[src/rtl/layer_sequencer.sv]
// -----------------------------------------------------------------------------
// layer_sequencer
//
// Runs one input activation vector through NUM_LAYERS passes of a shared
// combinational mat_mul datapath, then picks the signed argmax of the final
// vector and presents the vector and its class on a valid/ready output.
//
// Each pass drives the current activation and layer index into mat_mul, opens
// the compute window by pulling mm_done low, waits SETTLE cycles plus the
// mat_mul result flag, and writes the result back as the next activation.
// The controller does no arithmetic; every value passes bit-exact.
//
// Ports
//   clk        clock
//   rst        synchronous active-high reset
//   in_valid   input vector valid
//   in_ready   controller accepts input (IDLE and not in reset)
//   in_vec     input activation vector, W words of N bits
//   mm_vec     activation driven to mat_mul (valid in RUN)
//   mm_layer   layer index to mat_mul and the weight/bias ROM (valid in RUN)
//   mm_done    0 = mat_mul compute window open; 1 re-arms mat_mul's flag
//   mm_flag    mat_mul result valid
//   mm_out     mat_mul result vector
//   out_valid  final result valid (DONE)
//   out_ready  downstream accepts the result
//   out_vec    final-layer activation vector
//   out_class  index of the largest signed element of out_vec (lowest on tie)
//   busy       high in every state except IDLE
// -----------------------------------------------------------------------------
module layer_sequencer #(
  parameter int N          = 32,
  parameter int W          = 6,
  parameter int NUM_LAYERS = 4,
  parameter int SETTLE     = 2
) (
  input  logic                 clk,
  input  logic                 rst,
  input  logic                 in_valid,
  output logic                 in_ready,
  input  logic [W-1:0][N-1:0]  in_vec,
  output logic [W-1:0][N-1:0]  mm_vec,
  output logic [1:0]           mm_layer,
  output logic                 mm_done,
  input  logic                 mm_flag,
  input  logic [W-1:0][N-1:0]  mm_out,
  output logic                 out_valid,
  input  logic                 out_ready,
  output logic [W-1:0][N-1:0]  out_vec,
  output logic [$clog2(W)-1:0] out_class,
  output logic                 busy
);

  localparam int CW = $clog2(W);
  // A SETTLE of 1 still needs a one-bit counter that simply sits at zero.
  localparam int SW = (SETTLE > 1) ? $clog2(SETTLE) : 1;

  localparam logic [SW-1:0] SETTLE_LAST = SW'(SETTLE - 1);
  localparam logic [1:0]    LAYER_LAST  = 2'(NUM_LAYERS - 1);
  localparam logic [CW-1:0] SCAN_LAST   = CW'(W - 1);

  typedef enum logic [2:0] {
    S_IDLE,
    S_RUN,
    S_NEXT,
    S_ARGMAX,
    S_DONE
  } state_t;

  state_t r_state;
  state_t w_state_nxt;

  // Datapath registers
  logic [W-1:0][N-1:0] r_buf;        // current activation
  logic [1:0]          r_layer;
  logic [SW-1:0]       r_settle;
  logic [CW-1:0]       r_scan;       // argmax element under inspection
  logic [N-1:0]        r_max;        // running maximum (signed)
  logic [CW-1:0]       r_max_idx;
  logic [W-1:0][N-1:0] r_out_vec;
  logic [CW-1:0]       r_out_class;

  logic          w_accept;
  logic          w_settled;
  logic          w_last_layer;
  logic          w_scan_last;
  logic [N-1:0]  w_elem;
  logic          w_take;
  logic [CW-1:0] w_win_idx;

  assign w_accept     = in_valid && in_ready;
  assign w_settled    = (r_settle == SETTLE_LAST);
  assign w_last_layer = (r_layer == LAYER_LAST);
  assign w_scan_last  = (r_scan == SCAN_LAST);

  // Argmax step: element 0 seeds the maximum; afterwards only a strictly
  // greater signed value replaces it, so ties keep the lowest index.
  assign w_elem    = r_buf[r_scan];
  assign w_take    = (r_scan == '0) || ($signed(w_elem) > $signed(r_max));
  assign w_win_idx = w_take ? r_scan : r_max_idx;

  assign out_vec   = r_out_vec;
  assign out_class = r_out_class;

  // ---------------------------------------------------------------------------
  // State register
  // ---------------------------------------------------------------------------
  // NOTE: clocked state uses non-blocking assignments so every register
  // samples the pre-edge values of the others, independent of block order.
  always_ff @(posedge clk) begin
    if (rst) begin
      r_state <= S_IDLE;
    end else begin
      r_state <= w_state_nxt;
    end
  end

  // ---------------------------------------------------------------------------
  // Next-state and Moore outputs
  // ---------------------------------------------------------------------------
  // NOTE: every signal driven here gets a default before the case statement;
  // a path that left one unassigned would infer a latch.
  always_comb begin
    w_state_nxt = r_state;
    in_ready    = 1'b0;
    mm_done     = 1'b1;
    mm_vec      = '0;
    mm_layer    = '0;
    out_valid   = 1'b0;
    busy        = 1'b1;

    unique case (r_state)
      S_IDLE: begin
        busy     = 1'b0;
        in_ready = !rst;
        if (in_valid && !rst) begin
          w_state_nxt = S_RUN;
        end
      end

      S_RUN: begin
        mm_done  = 1'b0;
        mm_vec   = r_buf;
        mm_layer = r_layer;
        // No timeout: a late flag simply stretches the window.
        if (w_settled && mm_flag) begin
          w_state_nxt = S_NEXT;
        end
      end

      // One cycle with mm_done high re-arms mat_mul's flag between passes.
      S_NEXT: begin
        w_state_nxt = w_last_layer ? S_ARGMAX : S_RUN;
      end

      S_ARGMAX: begin
        if (w_scan_last) begin
          w_state_nxt = S_DONE;
        end
      end

      S_DONE: begin
        out_valid = 1'b1;
        if (out_ready) begin
          w_state_nxt = S_IDLE;
        end
      end

      default: begin
        w_state_nxt = S_IDLE;
      end
    endcase
  end

  // ---------------------------------------------------------------------------
  // Datapath
  // ---------------------------------------------------------------------------
  // NOTE: the activation buffer is a handful of flops, not a RAM, so it is
  // reset along with everything else; an aborted vector leaves no trace.
  always_ff @(posedge clk) begin
    if (rst) begin
      r_buf       <= '0;
      r_layer     <= '0;
      r_settle    <= '0;
      r_scan      <= '0;
      r_max       <= '0;
      r_max_idx   <= '0;
      r_out_vec   <= '0;
      r_out_class <= '0;
    end else begin
      case (r_state)
        S_IDLE: begin
          if (w_accept) begin
            r_buf    <= in_vec;
            r_layer  <= '0;
            r_settle <= '0;
          end
        end

        S_RUN: begin
          // Saturate at the last settle count; the flag decides from there.
          if (!w_settled) begin
            r_settle <= r_settle + SW'(1);
          end
          if (w_settled && mm_flag) begin
            r_buf <= mm_out;
          end
        end

        S_NEXT: begin
          if (w_last_layer) begin
            r_scan <= '0;
          end else begin
            r_layer  <= r_layer + 2'd1;
            r_settle <= '0;
          end
        end

        S_ARGMAX: begin
          r_scan    <= r_scan + CW'(1);
          r_max_idx <= w_win_idx;
          if (w_take) begin
            r_max <= w_elem;
          end
          if (w_scan_last) begin
            r_out_vec   <= r_buf;
            r_out_class <= w_win_idx;
          end
        end

        default: begin
        end
      endcase
    end
  end

endmodule

[config.mk]
export PLATFORM = sky130hd
export DESIGN_NAME = layer_sequencer
export DESIGN_NICKNAME = d
export VERILOG_FILES = /design/src/rtl/layer_sequencer.sv
export SDC_FILE = /design/constraint.sdc
export NUM_CORES = 1
export LEC_CHECK = 0
export BUFFER_PORTS_ARGS = -buffer_cell sky130_fd_sc_hd__buf_2
export CORE_AREA = 2 2 307 309
export CTS_CLUSTER_DIAMETER = 120
export DETAILED_ROUTE_END_ITERATION = 10
export DIE_AREA = 0 0 309 311
export GPL_ROUTABILITY_DRIVEN = 0
export GPL_TIMING_DRIVEN = 0
export PLACE_DENSITY = 0.56
export SYNTH_ARGS = -nofsm -noshare
export SYNTH_HDL_FRONTEND = slang
export SYNTH_SLANG_ARGS = --single-unit
export TNS_END_PERCENT = 30
[constraint.sdc]
create_clock -name clk -period 3.3 [get_ports clk]
set_input_delay 0 -clock clk [delete_from_list [all_inputs] [get_ports clk]]
set_output_delay 0 -clock clk [all_outputs]
set_load 0.05 [all_outputs]
==> results.cfg <==
[setup_path]
r2r_end = out_class[0]$_SDFFE_PP0P_
path_max_fanout = 7
path_common_cell = buf_4
crit_chain = buf_12, buf_12, mux4_2, nand2_2, o21ai_2, ha_1, nand4_1, buf_4, nor2_1, o2111ai_2, buf_4, buf_4, a31o_4, mux2i_4, a211oi_1
ff2ff_path_depth = 15
end_kind = register
startpoint_type = register
worstSetupPathType = reg2reg
r2r_slack_ps = -190
cp.required_ps = 3810
critPathSlowestCell = mux4_2
worstPathArrival_ps = 4000
max_stage_delay_ps = 560
rr_startpoint = r_scan[0]$_SDFFE_PP0P_

[synth]
yosysTopAreaCell = dfxtp_1
synthFlopType = dfxtp_1
synth_area_leaders = dfxtp_1 (42%), nand2_1 (15%), a311oi_1 (8.3%)
synth_fp_nets = 3029
synth.most_common_cell = nand2_1
ys_async_sr_fraction_pct = 0
ys_types = 56
avgSynthCellArea_um2 = 7.81
yosysSeqAreaShare_pct = 42.4
synthTopCellsByCount = nand2_1 (817), dfxtp_1 (431), nor2_1 (246)
ys_seq_elements = 431
synth_edf_count = 0
synthesis.instances = 2604
yosysTopAreaCellShare_pct = 42.4
synth_area_um2 = 20300
yosysWarnings = 0

[routing]
drt-total-wl_um = 132000
drc = 0
ant_nets = 0
via_per_inst = 4.94
drtPass1Iterations = 5
drt_iter0_drc = 2434
drt-wirelength-per-cell_um = 25.6
vias = 25500

[pwr]
power_density_nw_per_um2 = 460
power_frac_comb_pct = 19.2
p_int_mw = 10.1
power_frac_clock_pct = 40.7
ir_worst_vdd_v = 0.000396
switching_share_pct = 32.2
seqPwrFrac_pct = 40.1
p_leak_nw = 14.2
netSwitchingPower_mw = 4.81
p_total_mw = 15.0

[grt]
antenna_found_initial = 30
grt_pass1_wl_um = 181000
grt_remaining_overflow = 0
grt_usage_pct = 26.3
grt_max_degree = 14
grt_pass1_vias = 24800

[floorplan]
die_w_um = 309
num_rows = 112
initial_core_util_pct = 21.9
io_pins = 782
core_um2 = 92800
die-area_um2 = 96100
die_y_um = 311

[run_status]
status = finished, violations left
violations = setup timing

[cells_and_area]
drive_above_1_share_pct = 28.7
utilization_pct = 35.0
regArea_um2 = 8630
fill_cells = 9762
area_delta_synth_final_pct = 59.8
multi_input_area_um2 = 11000
nets = 4277

[sta]
skew_ps = 35.3
finalCriticalPeriod_ps = 3490
timing.fmax_mhz = 286
layout_setup_ws_ps = -191
tightest_slew_ps = 1390
finalSetupViolCount = 39
maxSlewViolCount = 0
timing.final.crit_share_pct = 106
finalSetupTns_ps = -4710
hold_ws_ps = 189
hold_viol_final = 0
rsz0062_at_grt = yes
relSlewSlack_pct = 7.02

[min_path]
hold_end = r_buf[34]$_SDFFE_PP0P_
hp-class = in2reg
min_delay_path_depth = 4
worstHoldStart = in_vec[34]

[placement]
port_buffers = 781
dp_hpwl_um = 103000

[flow_run]
drv_cap = 0

[cts]
clkTransAtPathRegs_ps = 70
cts_tree = done
cts_buffers = 52
htreeDepth = 2
clock_latency_ps = 620
cts.root.buffer_cell = clkbuf_16
clk_path_buf_depth = 3
clock_sinks = 431
==> flip-flops by register name, indices dropped and copies added (netlist names), 2 cells and up <==
name and cells:
out_vec 192, r_buf 192, r_max 32, out_class 3, r_max_idx 3, r_scan 3, r_state 3, r_layer 2
==> per-layer routing <==
metal | wire length [µm] | vias up | GRT usage (%)
li1 | - | 11500 | -
met1 | 54200 | 12200 | 33.7
met2 | 59300 | 1444 | 42.0
met3 | 12200 | 343 | 6.20
met4 | 6610 | 10 | 11.5
met5 | 56 | - | 0
==> worst max-delay path: cells and delay by family, from the launching register on <==
family / cells / cell delay, ps
AOI/OAI and AO/OA: 4 / 730
adders and majority gates: 1 / 280
buffers and inverters: 5 / 810
DFF: 1 / 360
muxes: 2 / 760
and+or+nand+nor: 3 / 470
==> logic make-up after synthesis <==
| family | Yosys count | share of synthesized area [%] |
|---|---|---|
| DFF | 431 | 42.4 |
| xor gates and xnor gates | 1 | 0.0431 |
| AOI/OAI and AO/OA | 465 | 15.5 |
| muxes | 100 | 6.89 |
| and+or+nand+nor | 1288 | 26.7 |
| buffers and inverters | 283 | 6.26 |
| adders and majority gates | 36 | 2.21 |
==> stage by stage <==
stage	cell area (µm²)	worst slack (ps)	cells
floorplan	20300	59.4	2604
global placement	25800	-1140	4639
detailed placement	25800	-1240	4639
CTS	32200	-242	5142
global route	32500	-332	5148
finish	32500	-191	5163
==> final cells by class <==
| type | instances | share of cell area [%] |
|---|---|---|
| timing repair buffer | 1195 | 25.0 |
| sequential | 431 | 26.6 |
| clock buffer | 71 | 4.50 |
| tap | 1254 | 4.83 |
| clock inverter | 25 | 0.966 |
| multi-input combinational | 1890 | 33.8 |
| inverter | 39 | 0.450 |
| antenna | 15 | 0.115 |
| buffer | 243 | 3.83 |
==> worst max path at each step <==
| stage | from | endpoint | slack, ps | cells past startpoint |
|---|---|---|---|---|
| 5_1_grt | r_scan[2]$_SDFFE_PP0P_ | r_max[12]$_SDFFE_PP0P_ | -330 | 15 |
| 3_5_place_dp | r_scan[0]$_SDFFE_PP0P_ | r_max[24]$_SDFFE_PP0P_ | -1240 | 14 |
| 4_1_cts | r_scan[0]$_SDFFE_PP0P_ | r_max[25]$_SDFFE_PP0P_ | -240 | 16 |
| 6_report | r_scan[0]$_SDFFE_PP0P_ | out_class[0]$_SDFFE_PP0P_ | -190 | 15 |
| 2_1_floorplan | r_scan[0]$_SDFFE_PP0P_ | r_max[25]$_SDFFE_PP0P_ | 60 | 15 |
| 3_3_place_gp | r_scan[0]$_SDFFE_PP0P_ | r_max[30]$_SDFFE_PP0P_ | -1140 | 14 |
==> cell usage in the layout, fill, tap and decap left out, drive strengths merged, types with 5 or more instances in the layout <==
cell type,instances
nand4,7
and3,194
nand2b,5
inv,43
a311oi,193
a21oi,210
mux2i,68
clkinvlp,5
dlygate4sd3,390
mux4,32
clkinv,10
clkbuf,220
bufinv,6
buf,899
diode,15
o21ai,35
dfxtp,431
ha,36
nand2,817
nor2,247
==> what timing repair did <==
action / 4_1_cts / 5_1_grt
pin swaps: 29 / 44
resized for setup: 129 / 82
setup buffers: 13 / 10
cloned: 5 / 0
hold buffers: 389 / 0
setup endpoints to repair: 208 / 55
hold endpoints to repair: 198 / 0
==> power groups by stage <==
stage          clock (mW)  combinational, mW  sequential [mW]
3_3_place_gp            0               2.30             6.09
4_1_cts              6.18               2.76             5.99
5_1_grt              6.40               3.06             6.00
3_5_place_dp            0               2.31             6.09
2_1_floorplan           0               1.39             5.67
6_report             6.09               2.86             6.00
Power figures use the tool's default switching activity.
